### config.mk
export PLATFORM = sky130hd
export DESIGN_NAME = aes_pipe_sched
export DESIGN_NICKNAME = d
export VERILOG_FILES = /design/src/rtl/aes_sched_pkg.sv /design/src/rtl/aes_sched_track.sv /design/src/rtl/aes_pipe_sched.sv
export SDC_FILE = /design/constraint.sdc
export NUM_CORES = 1
export LEC_CHECK = 0
export CAP_MARGIN = 30
export CORE_AREA = 2 2 610 612
export CTS_CLUSTER_SIZE = 20
export DETAILED_ROUTE_END_ITERATION = 8
export DIE_AREA = 0 0 612 614
export SYNTH_ARGS = -nofsm -noshare
export SYNTH_HDL_FRONTEND = slang
export SYNTH_SLANG_ARGS = --single-unit
### constraint.sdc
create_clock -name clk -period 3.2 [get_ports clk]
set_input_delay 0.8 -clock clk [delete_from_list [all_inputs] [get_ports clk]]
set_output_delay 0.8 -clock clk [all_outputs]
set_load 0.05 [all_outputs]
### src/rtl/aes_sched_pkg.sv
// Shared types and sizing for the masked AES pipeline scheduler.
// Latency: n/a (declarations only).
// Backpressure: n/a.
package aes_sched_pkg;

  // Core pipeline depth, key-load window and user tag width
  localparam int LATENCY     = 10;
  localparam int LOAD_CYCLES = 24;
  localparam int TAG_W       = 4;

  // In-flight counter must hold 0..LATENCY inclusive
  localparam int CNT_W  = $clog2(LATENCY + 1);
  localparam int LOAD_W = $clog2(LOAD_CYCLES);

  typedef enum logic [1:0] {
    IDLE,
    LOAD,
    RUN,
    DRAIN
  } schedState_t;

  // One slot of the in-flight tracker, aligned with one core pipeline stage
  typedef struct packed {
    logic             valid;
    logic [TAG_W-1:0] tag;
    logic             dec;
  } entry_t;

endpackage

### src/rtl/aes_sched_track.sv
// Tag shift register mirroring the core pipeline, plus an in-flight block counter.
// Latency: an entry pushed on an advancing cycle reaches the tail LATENCY advancing cycles later.
// Backpressure: none; frozen entirely while advance is low.
module aes_sched_track
  import aes_sched_pkg::*;
(
  input  logic             clk,
  input  logic             rst_n,
  input  logic             advance,
  input  entry_t           pushEntry,
  output entry_t           tailEntry,
  output logic [CNT_W-1:0] inFlight
);

  entry_t [LATENCY-1:0] stages;

  assign tailEntry = stages[LATENCY-1];

  // Shift one slot per advancing cycle and keep the count of valid slots
  always_ff @(posedge clk or negedge rst_n) begin
    if (!rst_n) begin
      stages   <= '0;
      inFlight <= '0;
    end else if (advance) begin
      stages <= {stages[LATENCY-2:0], pushEntry};
      case ({pushEntry.valid, stages[LATENCY-1].valid})
        2'b10:   inFlight <= inFlight + CNT_W'(1);
        2'b01:   inFlight <= inFlight - CNT_W'(1);
        default: inFlight <= inFlight;
      endcase
    end
  end

endmodule

### src/rtl/aes_pipe_sched.sv
// Scheduler feeding 2-share blocks and 2-share round keys into the pipelined masked AES core.
// Latency: LATENCY+1 cycles from accepted block to out_valid; one block per cycle in steady state.
// Backpressure: in_ready low outside RUN, on mode change or on a pending current-slot key write; results never stall.
module aes_pipe_sched
  import aes_sched_pkg::*;
(
  input  logic             clk,
  input  logic             rst_n,
  input  logic             key_valid,
  output logic             key_ready,
  input  logic             key_dec,
  input  logic [127:0]     key0,
  input  logic [127:0]     key1,
  input  logic             in_valid,
  output logic             in_ready,
  input  logic             in_dec,
  input  logic [127:0]     in_data0,
  input  logic [127:0]     in_data1,
  input  logic [TAG_W-1:0] in_tag,
  output logic             cph_rst,
  output logic             cph_dec,
  output logic [127:0]     cph_key0,
  output logic [127:0]     cph_key1,
  output logic [127:0]     cph_data0,
  output logic [127:0]     cph_data1,
  input  logic [127:0]     cph_out0,
  input  logic [127:0]     cph_out1,
  input  logic             cph_done,
  output logic             out_valid,
  output logic [127:0]     out_data0,
  output logic [127:0]     out_data1,
  output logic [TAG_W-1:0] out_tag,
  output logic             out_dec,
  output logic             busy,
  output logic             err
);

  schedState_t        state;
  logic [LOAD_W-1:0]  loadCnt;
  logic               curDec;

  // Key slots, indexed by mode; shares are stored and forwarded separately
  logic [1:0][127:0]  slotKey0;
  logic [1:0][127:0]  slotKey1;
  logic [1:0]         slotVld;

  logic               curKeyWr;
  logic               modeSwitch;
  logic               accept;
  logic               keyWr;
  logic               advance;
  logic               tailHit;
  entry_t             pushEntry;
  entry_t             tailEntry;
  logic [CNT_W-1:0]   inFlight;

  assign curKeyWr   = key_valid && (key_dec == curDec);
  assign modeSwitch = in_valid && (in_dec != curDec);
  assign in_ready   = (state == RUN) && !curKeyWr && (!in_valid || (in_dec == curDec));
  assign accept     = in_valid && in_ready;
  assign keyWr      = key_valid && key_ready;
  assign advance    = (state == RUN) || (state == DRAIN);
  assign tailHit    = advance && tailEntry.valid;
  assign busy       = (state != IDLE) || (inFlight != '0);

  assign cph_dec    = curDec;
  assign cph_key0   = slotKey0[curDec];
  assign cph_key1   = slotKey1[curDec];
  assign cph_data0  = accept ? in_data0 : '0;
  assign cph_data1  = accept ? in_data1 : '0;

  // The active slot is locked while it is being loaded or drained out of the core
  always_comb begin
    key_ready = 1'b1;
    if (((state == LOAD) || (state == DRAIN)) && (key_dec == curDec)) begin
      key_ready = 1'b0;
    end
  end

  // Accepted blocks enter the tracker as valid entries, everything else is a bubble
  always_comb begin
    pushEntry = '0;
    if (accept) begin
      pushEntry.valid = 1'b1;
      pushEntry.tag   = in_tag;
      pushEntry.dec   = curDec;
    end
  end

  // Key share storage; writes land in the slot named by key_dec
  always_ff @(posedge clk or negedge rst_n) begin
    if (!rst_n) begin
      slotKey0 <= '0;
      slotKey1 <= '0;
      slotVld  <= '0;
    end else if (keyWr) begin
      slotKey0[key_dec] <= key0;
      slotKey1[key_dec] <= key1;
      slotVld[key_dec]  <= 1'b1;
    end
  end

  // Core sequencing: idle, key-load window, streaming, drain before reload
  always_ff @(posedge clk or negedge rst_n) begin
    if (!rst_n) begin
      state   <= IDLE;
      loadCnt <= '0;
      curDec  <= 1'b0;
      cph_rst <= 1'b1;
    end else begin
      case (state)
        IDLE: begin
          cph_rst <= 1'b1;
          if (in_valid && slotVld[in_dec]) begin
            curDec  <= in_dec;
            loadCnt <= '0;
            state   <= LOAD;
          end
        end
        LOAD: begin
          if (loadCnt == LOAD_W'(LOAD_CYCLES - 1)) begin
            state   <= RUN;
            cph_rst <= 1'b0;
          end else begin
            loadCnt <= loadCnt + LOAD_W'(1);
          end
        end
        RUN: begin
          if (modeSwitch || curKeyWr) begin
            state <= DRAIN;
          end
        end
        DRAIN: begin
          if (inFlight == '0) begin
            cph_rst <= 1'b1;
            if (in_valid && slotVld[in_dec]) begin
              curDec  <= in_dec;
              loadCnt <= '0;
              state   <= LOAD;
            end else begin
              state <= IDLE;
            end
          end
        end
        default: begin
          state   <= IDLE;
          cph_rst <= 1'b1;
        end
      endcase
    end
  end

  // Register the core result the cycle after its tracker entry reaches the tail
  always_ff @(posedge clk or negedge rst_n) begin
    if (!rst_n) begin
      out_valid <= 1'b0;
      out_data0 <= '0;
      out_data1 <= '0;
      out_tag   <= '0;
      out_dec   <= 1'b0;
      err       <= 1'b0;
    end else begin
      out_valid <= tailHit;
      out_data0 <= tailHit ? cph_out0 : '0;
      out_data1 <= tailHit ? cph_out1 : '0;
      out_tag   <= tailHit ? tailEntry.tag : '0;
      out_dec   <= tailHit && tailEntry.dec;
      if (tailHit && !cph_done) begin
        err <= 1'b1;
      end
    end
  end

  aes_sched_track uTrack (
    .clk       (clk),
    .rst_n     (rst_n),
    .advance   (advance),
    .pushEntry (pushEntry),
    .tailEntry (tailEntry),
    .inFlight  (inFlight)
  );

endmodule

Yosys cells after proc, flatten, opt, wreduce, memory -nomap -nowiden
Cells that the tools add are included.
W data, S select, Z words.

storage, ports and cells
  memory bits (writable) = 0
  flip-flop bits (word level) = 850
  latch bits = 0
  memory bits (read-only) = 0
  memories = 0
  word-level logic and storage cells = 136
  input bits = 779

operators by class
  equality and inequality tests = 14
  bitwise gates (word level) = 1
  multipliers = 0
  reductions and logical operators = 32
  $lt $le $gt $ge = 4
  add/sub/neg operators = 3
  shift operators = 0
  div/mod/pow operators = 0
  muxes and demuxes = 36

operators by type and width
  operator               count
  $mux W128              9
  $bwmux W256            2
  $demux W128 S1         1
  $mux W5                3
  $pmux W5 S3            1
  $logic_and A1 B1 Y1    12
  $mux W1                9
  $mux W2                4
  $pmux W2 S4            1
  $pmux W4 S2            1
  $eq A2 B2 Y1 const B   3
  $lt A1 B2 Y1 const B   3
  $mux W6                1
  $ne A2 B1 Y1 const B   3
  $reduce_and A3 Y1      2
  $reduce_bool A2 Y1     3
  $add A5 B1 Y5 const B  1
  $eq A5 B5 Y1 const B   1
  $logic_or A1 B1 Y1     5
  $add A4 B1 Y4 const B  1
  $eq A2 B1 Y1 const B   2
  $logic_not A4 Y1       1
  $mux W4                1
  $ne A2 B2 Y1 const B   2
  14 further kinds       18

Longest topological paths before layout
Gate-level depths: netlist (run 1).

  depth after elaboration = 10
  gate-level depth with buffers = 14
  mapped depth without buffers = 12

By module
From an unflattened synthesis (run 1), not the netlist that was laid out.

second synthesis, totals
  cell total of the unflattened synthesis = 2501
  area, all modules = 35551.6 um2

by module, submodules not included
  module           cells an instance  instances  seq. area each (um2)  area an instance (um2)
  aes_pipe_sched   2342               1          19670.1               33021.7
  aes_sched_track  159                1          1601.5                2529.9

Worst setup path before layout (run 1)
Ideal clock, no wire load.

  kind = input to output
  start point = input in_valid
  end point = output cph_data1[118]
  data arrival time = 2.600 ns
  required time = 2.400 ns
  path slack = -0.200 ns
  stages on the path = 6
  cell sequence = buf_2 -> a221oi_1 -> o21a_1 -> buf_2 -> clkbuf_1 -> and3_1

between the ends
  longest elaborated chain between the ends = 5

ends and longest elaborated chain
  element              line                  RTL
  start: declaration   aes_pipe_sched.sv:14  input logic in_valid,
  $logic_not A1 Y1     aes_pipe_sched.sv:59  assign in_ready = (state == RUN) && !curKeyWr && (!in_valid || (in_dec == curDec));
  $logic_or A1 B1 Y1   aes_pipe_sched.sv:59
  $logic_and A1 B1 Y1  aes_pipe_sched.sv:59
  via in_ready         aes_pipe_sched.sv:15  output logic in_ready,
  $logic_and A1 B1 Y1  aes_pipe_sched.sv:60  assign accept = in_valid && in_ready;
  $mux W128            aes_pipe_sched.sv:70  assign cph_data1 = accept ? in_data1 : '0;
  end: declaration     aes_pipe_sched.sv:25  output logic [127:0] cph_data1,

The timed path passes the listed nets, and every way through them passes these cells.

Worst setup path after layout (run 1)
  start point = register curDec (netlist: cph_dec)
  end point = output cph_data0[31]

between the ends
  longest elaborated chain between the ends = 7
  elaborated cells between the ends (all ways) = 9

ends and longest elaborated chain
  element                   line                   RTL
  start: declaration        aes_pipe_sched.sv:40   logic curDec;
  start signal: assignment  aes_pipe_sched.sv:115  curDec <= in_dec;
  start signal: assignment  aes_pipe_sched.sv:137  curDec <= in_dec;
  $eq A1 B1 Y1              aes_pipe_sched.sv:57   assign curKeyWr = key_valid && (key_dec == curDec);
  $logic_and A1 B1 Y1       aes_pipe_sched.sv:57
  $logic_not A1 Y1          aes_pipe_sched.sv:59
  $logic_and A1 B1 Y1       aes_pipe_sched.sv:59
  $logic_and A1 B1 Y1 *     aes_pipe_sched.sv:59
  $logic_and A1 B1 Y1 *     aes_pipe_sched.sv:60
  $mux W128 *               aes_pipe_sched.sv:69   assign cph_data0 = accept ? in_data0 : '0;
  end: declaration          aes_pipe_sched.sv:24   output logic [127:0] cph_data0,

Every way passes the cells marked *; elsewhere a longest branch is shown, timed or not.

==> out/metrics.csv, run 1 <==
stage,metric,value,unit
critical_path,cp.required,2.40,ns
place,dp_slack,-0.580,ns
route,drt-initial-drc-count,1512,
place,gp_congestion,0.943,
timing,fin_crit,3.39,ns
timing,setup_slack,-0.191,ns
critical_path,end_kind,output pin,
timing,tightestPinTransition,1.02,ns
yosys,postSynthAreaPerCell,14.3,um2
timing,rsz0062_at_grt,true,
cts,clk_root_buffer_cell,clkbuf_16,
yosys,synth_top_area_share,60.3,%
floorplan,coreArea,370000,um2
critical_path,path_max_fanout,17,
floorplan,die-area,376000,um2
route,firstDrtPassIters,6,
grt,grt_max_degree,189,
power,worst_ir_drop_vdd,0.645,mV
grt,grt_pass1_wl,384,mm
route,antenna_left,0,
critical_path,crit_path_start_kind,flop,
route,via_per_inst,3.15,
route,drt_wl_total,318,mm
job,cap_viol_max_count,0,
finish,drive_above_1_share,46.1,%
floorplan,row_count,224,
floorplan,io_pins,1559,
timing,skew,0.0582,ns
critical_path,cp.arrival,2.59,ns
grt,grt_pass1_vias,30300,
cts,htreeDepth,3,
cts,numCtsBuffers,113,
timing,hold_violations,0,
place,dp_cells,8960,
place,io_buffer_count,1558,
yosys,syn_inst,2462,
floorplan,die_y,614,um
route,vias,29300,
grt,overflow,0,
timing,setup_viol_count_final,491,
status,outcome,"finished, violations left",
power,p_leak,27.2,nW
finish,fin_nets,4937,
yosys,yosys_warnings,0,
yosys,synthesis.nets,3250,
timing,max_clock_freq,0.295,GHz
place,dpl.hpwl,274,mm
cts,cts.path.max_buffers,4,
yosys,yosysUniqueCellTypes,40,
grt,grtUsageTotal,16.3,%
cts,cts.clk_slew.worst_paths,0.05,ns
cts,cts_tree,yes,
route,wire_per_inst,34.3,um
critical_path,crit_type,flop to output pin,
yosys,synth_seq_cells,850,
worst_hold_path,hold_class,flop to flop,
timing,min_period_over_period,106,%
status,violations,negative setup slack,
yosys,yosysSeqAreaShare,60.4,%
finish,area_growth,90.8,%
timing,relSlewSlack,32.2,%
timing,drv_slew,0,
yosys,synth_area,35200,um2
finish,final_core_util,18.2,%
cts,clk_latency,0.84,ns
yosys,synth_area_leader_cell,dfrtp_1,
route,post-route-drc-count,0,
cts,clock_sinks,850,
grt,antenna_found_initial,400,
timing,whs,0.465,ns
yosys,synth_area_leaders,"dfrtp_1 60%, mux2_2 26%, and2_1 4.7%",
finish,stdcell_count,9283,
floorplan,start_util,9.52,%
floorplan,dieWidth,612,um
power,power_density,1050,nW/um2
[critical path: stages, from the launching register on]
cell and delay, ns:
dfrtp_4 0.53, inv_4 0.08, a221oi_2 0.04, o21a_4 0.24, buf_12 0.15, buf_12 0.13
buf_16 0.15, and3_1 0.18, buf_4 0.14, buf_12 0.14
[cell usage after synthesis]
| cell | n |
|---|---|
| inv_1 | 8 |
| clkbuf_2 | 22 |
| xnor2_1 | 4 |
| buf_2 | 81 |
| a22o_1 | 5 |
| o21ai_0 | 10 |
| nor4bb_1 | 1 |
| xor2_1 | 3 |
| mux2_2 | 824 |
| dfstp_2 | 1 |
| o21ai_1 | 1 |
| o41a_1 | 1 |
| and2_1 | 263 |
| o21a_1 | 1 |
| o31a_1 | 1 |
| nor3b_1 | 1 |
| a21oi_1 | 5 |
| ha_1 | 9 |
| or2_1 | 1 |
| nand4b_1 | 1 |
| nor2_1 | 6 |
| o21ai_2 | 1 |
| nand3_1 | 3 |
| nand2_1 | 11 |
| nor4b_1 | 2 |
| a32o_1 | 1 |
| dfrtp_1 | 849 |
| a211oi_1 | 1 |
| a21o_1 | 1 |
| buf_4 | 8 |
| mux2i_1 | 2 |
| nand2b_1 | 2 |
| a221oi_1 | 2 |
| buf_1 | 1 |
| nor4_1 | 1 |
| nand3_2 | 2 |
| nor2b_1 | 2 |
| o31ai_1 | 1 |
| and3_1 | 256 |
| clkbuf_1 | 67 |
[layout by cell type, fill, tap and decap left out, drive strengths merged, types with 12 or more instances in the layout]
cell type / instances
clkinv: 18
o21ai: 12
and3: 256
diode: 70
inv: 20
clkbuf: 170
clkdlybuf4s50: 1028
mux2: 824
buf: 708
dfrtp: 849
and2: 263
[where the power goes]
part	internal [W]	leakage [nW]	switching [W]
sequential	0.0150	10.6	0.00218
combinational	0.0160	14.8	0.0238
clock	0.00793	1.87	0.00542
[per-layer routing]
layer / share of wire (%) / global-route usage (%) / vias to the layer above
li1: - / - / 12100
met1: 35 / 17.1 / 14700
met2: 54 / 31.3 / 1637
met3: 6.7 / 4.52 / 816
met4: 3.9 / 4.75 / 98
met5: 0.20 / 0 / -
[registers in the layout (all words and copies together) (netlist names)]
register	cells
uTrack.tailEntry	6
out_dec	1
out_data1	128
uTrack.stages	54
slotVld	2
out_data0	128
cph_dec	1
slotKey1	256
err	1
cph_rst	1
state	2
out_valid	1
out_tag	4
slotKey0	256
uTrack.inFlight	4
loadCnt	5
[final cells by class]
class / instances / area [um2]
diodes: 70 / 175
flip-flops and latches: 850 / 21300
well taps: 4972 / 6220
repair buffers: 1751 / 21300
inverters: 8 / 32.5
fillers: 40100 / 303000
multi-input cells: 1425 / 14400
clock buffers: 160 / 3230
clock inverters: 47 / 608
[worst paths after layout]
check	startpoint	to	slack [ns]	depth (start not counted)
max in group asynchronous	rst_n	cph_rst	1.57	4
hold / removal	slotVld[0]	slotVld[0]	0.46	1
hold reg to reg	slotVld[0]	slotVld[0]	0.46	1
setup reg to reg	cph_dec	uTrack.inFlight[2]	0.20	15
min in group asynchronous	rst_n	slotKey1[9]	0.65	2
setup / recovery	cph_dec	cph_data0[31]	-0.19	9
[repair_timing]
action                                  4_1_cts  5_1_grt
hold buffers                                  1        0
cloned                                       15       13
hold endpoints to repair                      1        0
endpoints found under the setup margin      503      514
resized for setup                           260      100
setup buffers                                15        4
pin swaps                                    10        8
[stage by stage]
step / total power, W / area (um2) / TNS [ns]
global placement: 0.0548 / 60700 / -115.29
global route: 0.0732 / 67100 / -122.78
floorplan: 0.0381 / 35200 / 0
CTS: 0.0707 / 66400 / -117.22
finish: 0.0704 / 67200 / -60.42
detailed placement: 0.0553 / 60700 / -115.40
[logic make-up after synthesis]
family,after synthesis,synth area share [%]
flip-flops,850,60.4
multiplexers,826,26.4
AND/OR/NAND/NOR,552,9.72
buffers and inverters,187,2.44
AO/OA/AOI/OAI,31,0.596
adder cells (fa/ha/maj),9,0.320
XOR/XNOR,7,0.174
Note: power is estimated with default switching activity, not from simulation.
==> run 2: changes to the inputs <==
==> constraint.sdc (replaced) <==
create_clock -name clk -period 3.8 [get_ports clk]
set_input_delay 0.95 -clock clk [delete_from_list [all_inputs] [get_ports clk]]
set_output_delay 0.95 -clock clk [all_outputs]
set_load 0.05 [all_outputs]
==> out/metrics.csv, run 2 (same netlist as run 1, synthesis figures left out) <==
stage,metric,value,unit,change
cts,numCtsBuffers,109,,-3.5%
power,intPower,0.0302,W,-23%
critical_path,slowest_delay,0.30,ns,-0.23 ns
route,wire_per_inst,32.4,um,-5.3%
floorplan,io_pins,1559,,unchanged
worst_hold_path,hold_class,primary input to async pin,,
finish,area_growth,81.3,%,
route,top_layer_used,met5,,
floorplan,die-area,376000,um2,unchanged
power,p_comb_share,55.0,%,-1.6 points
grt,grt_max_degree,166,,-12%
critical_path,cp.required,2.85,ns,+0.45 ns
route,wl_met2,161,mm,-5.9%
cts,cts_tree,yes,,
route,vias,28500,,-2.6%
timing,tightestPinTransition,1.14,ns,+0.121 ns
route,drt_wl_total,300,mm,-5.7%
route,via_per_inst,3.09,,-2.1%
critical_path,path_cells,"dlygate4sd2_1, inv_1, a221oi_2, o21a_4, buf_16, buf_12, buf_16, and3_1, buf_12",,
timing,skew,0.0604,ns,+0.00212 ns
timing,setup_slack,0.0554,ns,+0.246 ns
power,switching_share,46.0,%,+1.4 points
finish,final_common_cell,clkdlybuf4s50_1,,
critical_path,r2r_start,state[1],,
timing,rsz0062_at_grt,true,,
timing,fin_crit,3.74,ns,
cts,htreeDepth,3,,unchanged
job,cap_viol_max_count,0,,unchanged
place,dpl-instance-area,59600,um2,-1.9%
floorplan,dieWidth,612,um,unchanged
critical_path,crit_path_start_kind,primary input,,
finish,drive_above_1_share,39.2,%,-6.8 points
power,power_frac_clock,19.2,%,+0.2 points
power,seqPwrFrac,25.9,%,+1.4 points
critical_path,reg2reg_slack,0.80,ns,+0.60 ns
power,worst_ir_drop_vdd,0.363,mV,-44%
place,dpl.hpwl,259,mm,-5.3%
place,dp_slack,-0.332,ns,+0.248 ns
floorplan,start_util,9.52,%,unchanged
grt,grt_pass1_wl,365,mm,-5.2%
status,outcome,"complete, no violations",,
critical_path,cp_num_buf_inv,6,,unchanged
place,dp_cells,8910,,-0.56%
cts,clk_root_buffer_cell,clkbuf_16,,
grt,grt_pass1_vias,29700,,-1.7%
grt,overflow,0,,unchanged
critical_path,rr_endpoint,slotKey0[72],,
timing,max_clock_freq,0.267,GHz,
floorplan,die_y,614,um,unchanged
critical_path,path_delay_family,buffers and inverters,,
route,dr_wl_met3,16.0,mm,-25%
finish,fill_cells,40400,,+0.79%
critical_path,end_kind,output pin,,
timing,min_period_over_period,98.5,%,
route,wirelength_met1,109,mm,-2.8%
cts,clock_sinks,850,,unchanged
route,drt-initial-drc-count,1477,,-2.3%
timing,setup_viol_count_final,0,,-100%
power,switching_power,0.0257,W,-18%
route,post-route-drc-count,0,,unchanged
finish,stdcell_count,9243,,-0.43%
place,gp_congestion,1.02,,+8.0%
finish,fin_nets,4850,,-1.8%
critical_path,reg2reg_depth,6,,-9
critical_path,path_max_fanout,12,,-5
floorplan,row_count,224,,unchanged
timing,drv_slew,0,,unchanged
cts,cts.path.max_buffers,4,,unchanged
critical_path,cp.arrival,2.79,ns,+0.20 ns
route,firstDrtPassIters,5,,-1
finish,reg_top3,"slotKey0 (256), slotKey1 (256)",,
critical_path,crit_type,primary input to output pin,,
grt,antenna_found_initial,308,,-23%
power,p_leak,26.5,nW,-2.7%
cts,clk_latency,0.83,ns,about the same
grt,grtUsageTotal,15.4,%,-0.93 points
timing,hold_violations,0,,unchanged
critical_path,cpMaxStageDelayCell,a221oi_2,,
power,power_density,874,nW/um2,-16%
finish,final_cell_area,63900,um2,-5.0%
route,antenna_left,0,,unchanged
finish,final_core_util,17.3,%,-0.90 points
timing,relSlewSlack,24.1,%,-8.1 points
cts,cts.clk_slew.worst_paths,0.06,ns,about the same
finish,mostFrequentLayoutCells,"1037 x clkdlybuf4s50_1, 848 x dfrtp_1, 821 x mux2_2",,
place,io_buffer_count,1558,,unchanged
floorplan,coreArea,370000,um2,unchanged
-- run 2: changes by cell type in the layout (fill, tap and decap cells not counted), sizes merged, moves of 3 or more --
cell | before | now
bufbuf | 1 | 4
inv | 20 | 11
clkbuf | 170 | 159
clkdlybuf4s50 | 1028 | 1037
diode | 70 | 130
bufinv | 11 | 8
dlygate4sd2 | 2 | 16
buf | 708 | 608
-- run 2: final cells by class --
type                            count  area, um2  area share (%)
Antenna cell                      130        325           0.509
Clock buffer                      156       3190            4.99
Clock inverter                     34        444           0.695
Inverter                            8       30.0          0.0470
Multi-Input combinational cell   1425      13200            20.7
Sequential cell                   850      21300            33.3
Tap cell                         4972       6220            9.74
Timing Repair Buffer             1668      19200            30.1
-- run 2: worst reg2reg max path: stages, from the launching register on --
cell	delay, ns
dfrtp_1	0.45
inv_1	0.12
ha_1	0.30
o21ai_2	0.39
nand3_4	0.56
buf_12	0.66
mux2_2	0.38
-- run 2: how the worst max path moves through the flow --
stage	cells past startpoint	slack (ns)	from	end
floorplan	6	0.10	in_valid	cph_data1[118]
global placement	15	-0.33	in_dec	uTrack.inFlight[3]
detailed placement	8	-0.33	in_dec	cph_data1[111]
CTS	5	-0.0008	cph_dec	cph_key0[85]
global route	6	-0.03	cph_dec	cph_data0[43]
finish	9	0.06	key_dec	cph_data0[60]
-- run 2: power groups by stage --
stage / logic, W / clock network [W] / registers, W
3_3_place_gp: 0.0307 / 0 / 0.0143
4_1_cts: 0.0314 / 0.0112 / 0.0144
5_1_grt: 0.0319 / 0.0115 / 0.0148
2_1_floorplan: 0.0162 / 0 / 0.0159
3_5_place_dp: 0.0309 / 0 / 0.0145
6_report: 0.0307 / 0.0107 / 0.0144
-- run 2: timing repair --
| item | 4_1_cts | 5_1_grt |
|---|---|---|
| resized for setup | 37 | 6 |
| hold buffers | 0 | 0 |
| pin swaps | 2 | 2 |
| setup buffers | 4 | 0 |
| cloned | 6 | 3 |
| endpoints found under the setup margin | 375 | 104 |
-- run 2: layer usage --
metal	global-route usage, %	vias up
li1	-	11900
met1	16.5	14500
met2	29.3	1467
met3	3.26	611
met4	5.42	28
met5	0	-
-- run 2: metrics by stage --
stage / hold WS (ns) / setup TNS (ns) / total power, W
2_1_floorplan: 0.434 / 0 / 0.0321
3_3_place_gp: 0.440 / -27.05 / 0.0450
3_5_place_dp: 0.449 / -46.30 / 0.0454
4_1_cts: 0.220 / -0.000821 / 0.0569
5_1_grt: 0.242 / -0.522 / 0.0582
6_report: 0.240 / 0 / 0.0559
==> run 3: changes to the inputs <==
--- a/config.mk
+++ b/config.mk
@@ -10,6 +10,7 @@
 export CTS_CLUSTER_SIZE = 20
 export DETAILED_ROUTE_END_ITERATION = 8
 export DIE_AREA = 0 0 612 614
+export PLACE_DENSITY = 0.3
 export SYNTH_ARGS = -nofsm -noshare
 export SYNTH_HDL_FRONTEND = slang
 export SYNTH_SLANG_ARGS = --single-unit
==> out/metrics.csv, run 3 (same netlist as run 1, synthesis figures left out) <==
stage,metric,value,unit,change
timing,tightestPinTransition,0.983,ns,-0.156 ns
power,power_density,860,nW/um2,-1.7%
critical_path,path_max_fanout,15,,+3
place,dp_slack,-0.237,ns,+0.0944 ns
route,via_per_inst,3.04,,-1.6%
grt,overflow,0,,unchanged
floorplan,dieWidth,612,um,unchanged
critical_path,crit_type,primary input to output pin,,
power,power_frac_clock,20.8,%,+1.6 points
power,intPower,0.0308,W,+2.0%
grt,grt_pass1_wl,335,mm,-8.1%
route,antenna_left,0,,unchanged
finish,reg_top3,"slotKey0 (256), slotKey1 (256)",,
critical_path,cp.arrival,2.80,ns,about the same
finish,final_common_cell,clkdlybuf4s50_1,,
critical_path,reg2reg_depth,15,,+9
finish,drive_above_1_share,41.9,%,+2.7 points
cts,numCtsBuffers,120,,+10%
cts,ctsHoldBuffers,0,,unchanged
floorplan,die-area,376000,um2,unchanged
power,seqPwrFrac,25.6,%,-0.3 points
cts,clock_sinks,850,,unchanged
timing,max_clock_freq,0.267,GHz,-0.18%
worst_hold_path,hold_class,primary input to async pin,,
floorplan,die_y,614,um,unchanged
critical_path,cp.required,2.85,ns,about the same
place,io_buffer_count,1558,,unchanged
grt,grtUsageTotal,13.7,%,-1.7 points
cts,cts_tree,yes,,
floorplan,row_count,224,,unchanged
floorplan,start_util,9.52,%,unchanged
route,post-route-drc-count,0,,unchanged
timing,relSlewSlack,34.3,%,+10 points
critical_path,r2r_start,cph_dec,,
timing,setup_slack,0.0487,ns,-0.00672 ns
route,vias,28000,,-1.9%
power,switching_power,0.0253,W,-1.5%
route,wire_per_inst,29.0,um,-11%
power,worst_ir_drop_vdd,0.387,mV,+6.5%
finish,mostFrequentLayoutCells,"1038 x clkdlybuf4s50_1, 848 x dfrtp_1, 824 x mux2_2",,
finish,fill_cells,40500,,+0.15%
cts,clk_latency,0.85,ns,+0.02 ns
grt,antenna_found_initial,260,,-16%
route,drt-initial-drc-count,1155,,-22%
critical_path,rr_endpoint,uTrack.inFlight[2],,
critical_path,end_kind,output pin,,
cts,cts.clk_slew.worst_paths,0.05,ns,about the same
timing,rsz0062_at_grt,true,,
route,drt_wl_total,267,mm,-11%
grt,grt_max_degree,146,,-12%
critical_path,reg2reg_slack,0.76,ns,-0.04 ns
power,p_comb_share,53.5,%,-1.5 points
timing,min_period_over_period,98.7,%,+0.18 points
floorplan,io_pins,1559,,unchanged
job,cap_viol_max_count,0,,unchanged
cts,cts.path.max_buffers,4,,unchanged
power,p_leak,26.6,nW,+0.37%
cts,clk_root_buffer_cell,clkbuf_16,,
timing,setup_viol_count_final,0,,unchanged
power,p_total,0.0561,W,+0.43%
timing,fin_crit,3.75,ns,+0.00672 ns
power,switching_share,45.1,%,-0.87 points
finish,area_growth,85.2,%,
place,gp_congestion,0.971,,-4.7%
floorplan,coreArea,370000,um2,unchanged
timing,skew,0.0775,ns,+0.0171 ns
status,outcome,"complete, no violations",,
grt,grt_pass1_vias,29800,,+0.047%
cts,htreeDepth,3,,unchanged
finish,fin_nets,4883,,+0.68%
timing,hold_violations,0,,unchanged
place,dpl.hpwl,221,mm,-15%
timing,drv_slew,0,,unchanged
route,firstDrtPassIters,4,,-1
timing,tns,0,ns,unchanged
critical_path,crit_path_start_kind,primary input,,
## run 3: changes by cell type in the layout (fill, tap and decap cells not counted), moves of 4 or more
| cell | previous run | this run |
|---|---|---|
| and3_4 | 3 | 151 |
| buf_4 | 295 | 245 |
| clkbuf_8 | 27 | 23 |
| clkbuf_1 | 20 | 32 |
| clkbuf_16 | 112 | 126 |
| diode_2 | 130 | 47 |
| buf_16 | 7 | 12 |
| dlygate4sd2_1 | 16 | 69 |
| clkinv_2 | 13 | 23 |
| and3_1 | 253 | 104 |
## run 3: metal layers
metal  routed length [um]  global-route usage (%)  vias to the layer above
met5                  111                       0                        -
met4                 9100                    3.84                       16
met3                20000                    4.34                      573
met2               139000                    25.3                     1335
met1                98500                    14.9                    14100
li1                     -                       -                    11900
## run 3: worst max path at each step
stage               depth (start not counted)              to  startpoint  slack (ns)
finish                                      8   cph_data0[97]     key_dec        0.05
global route                                7   cph_data0[48]     cph_dec       -0.07
CTS                                         7   cph_data0[97]     cph_dec       -0.08
detailed placement                          7   cph_data1[45]     key_dec       -0.24
global placement                            7   cph_data1[89]     key_dec       -0.22
floorplan                                   6  cph_data1[118]    in_valid        0.10
## run 3: area by class of cell
class	count	area, um2	share of cell area (%)
clock inverters	47	601	0.920
repair buffers	1690	19600	30.1
diodes	47	118	0.180
clock buffers	174	3430	5.25
multi-input cells	1425	13900	21.4
inverters	8	33.8	0.0518
well taps	4972	6220	9.53
flip-flops and latches	850	21300	32.6
## run 3: timing repair
| action | 4_1_cts | 5_1_grt |
|---|---|---|
| setup endpoints to repair | 397 | 187 |
| hold endpoints to repair | 0 | 0 |
| buffers inserted | 14 | 2 |
| resized for setup | 249 | 13 |
| gates cloned | 9 | 7 |
| pin swaps | 19 | 8 |
## run 3: power by group through the flow
stage / Clock [W] / Sequential, W / Combinational (W)
floorplan: 0 / 0.0159 / 0.0162
global placement: 0 / 0.0143 / 0.0302
detailed placement: 0 / 0.0145 / 0.0303
CTS: 0.0122 / 0.0144 / 0.0307
global route: 0.0125 / 0.0148 / 0.0314
finish: 0.0117 / 0.0144 / 0.0300
## run 3: worst max-delay path, cell delays in order
cell           delay [ns]
dlygate4sd2_1        0.34
inv_1                0.17
a221oi_4             0.30
o21a_4               0.21
buf_12               0.16
bufbuf_16            0.30
and3_4               0.21
buf_12               0.14
## run 3: metrics by stage
step / area [um2] / util (%) / cells / hold WS [ns]
floorplan: 35200 / - / 2462 / 0.434
global placement: 59700 / 16.1 / 8914 / 0.445
detailed placement: 59800 / 16.1 / 8915 / 0.459
CTS: 64900 / 17.5 / 9158 / 0.0882
global route: 65200 / 17.6 / 9192 / 0.0958
finish: 65300 / 17.6 / 9213 / 0.119
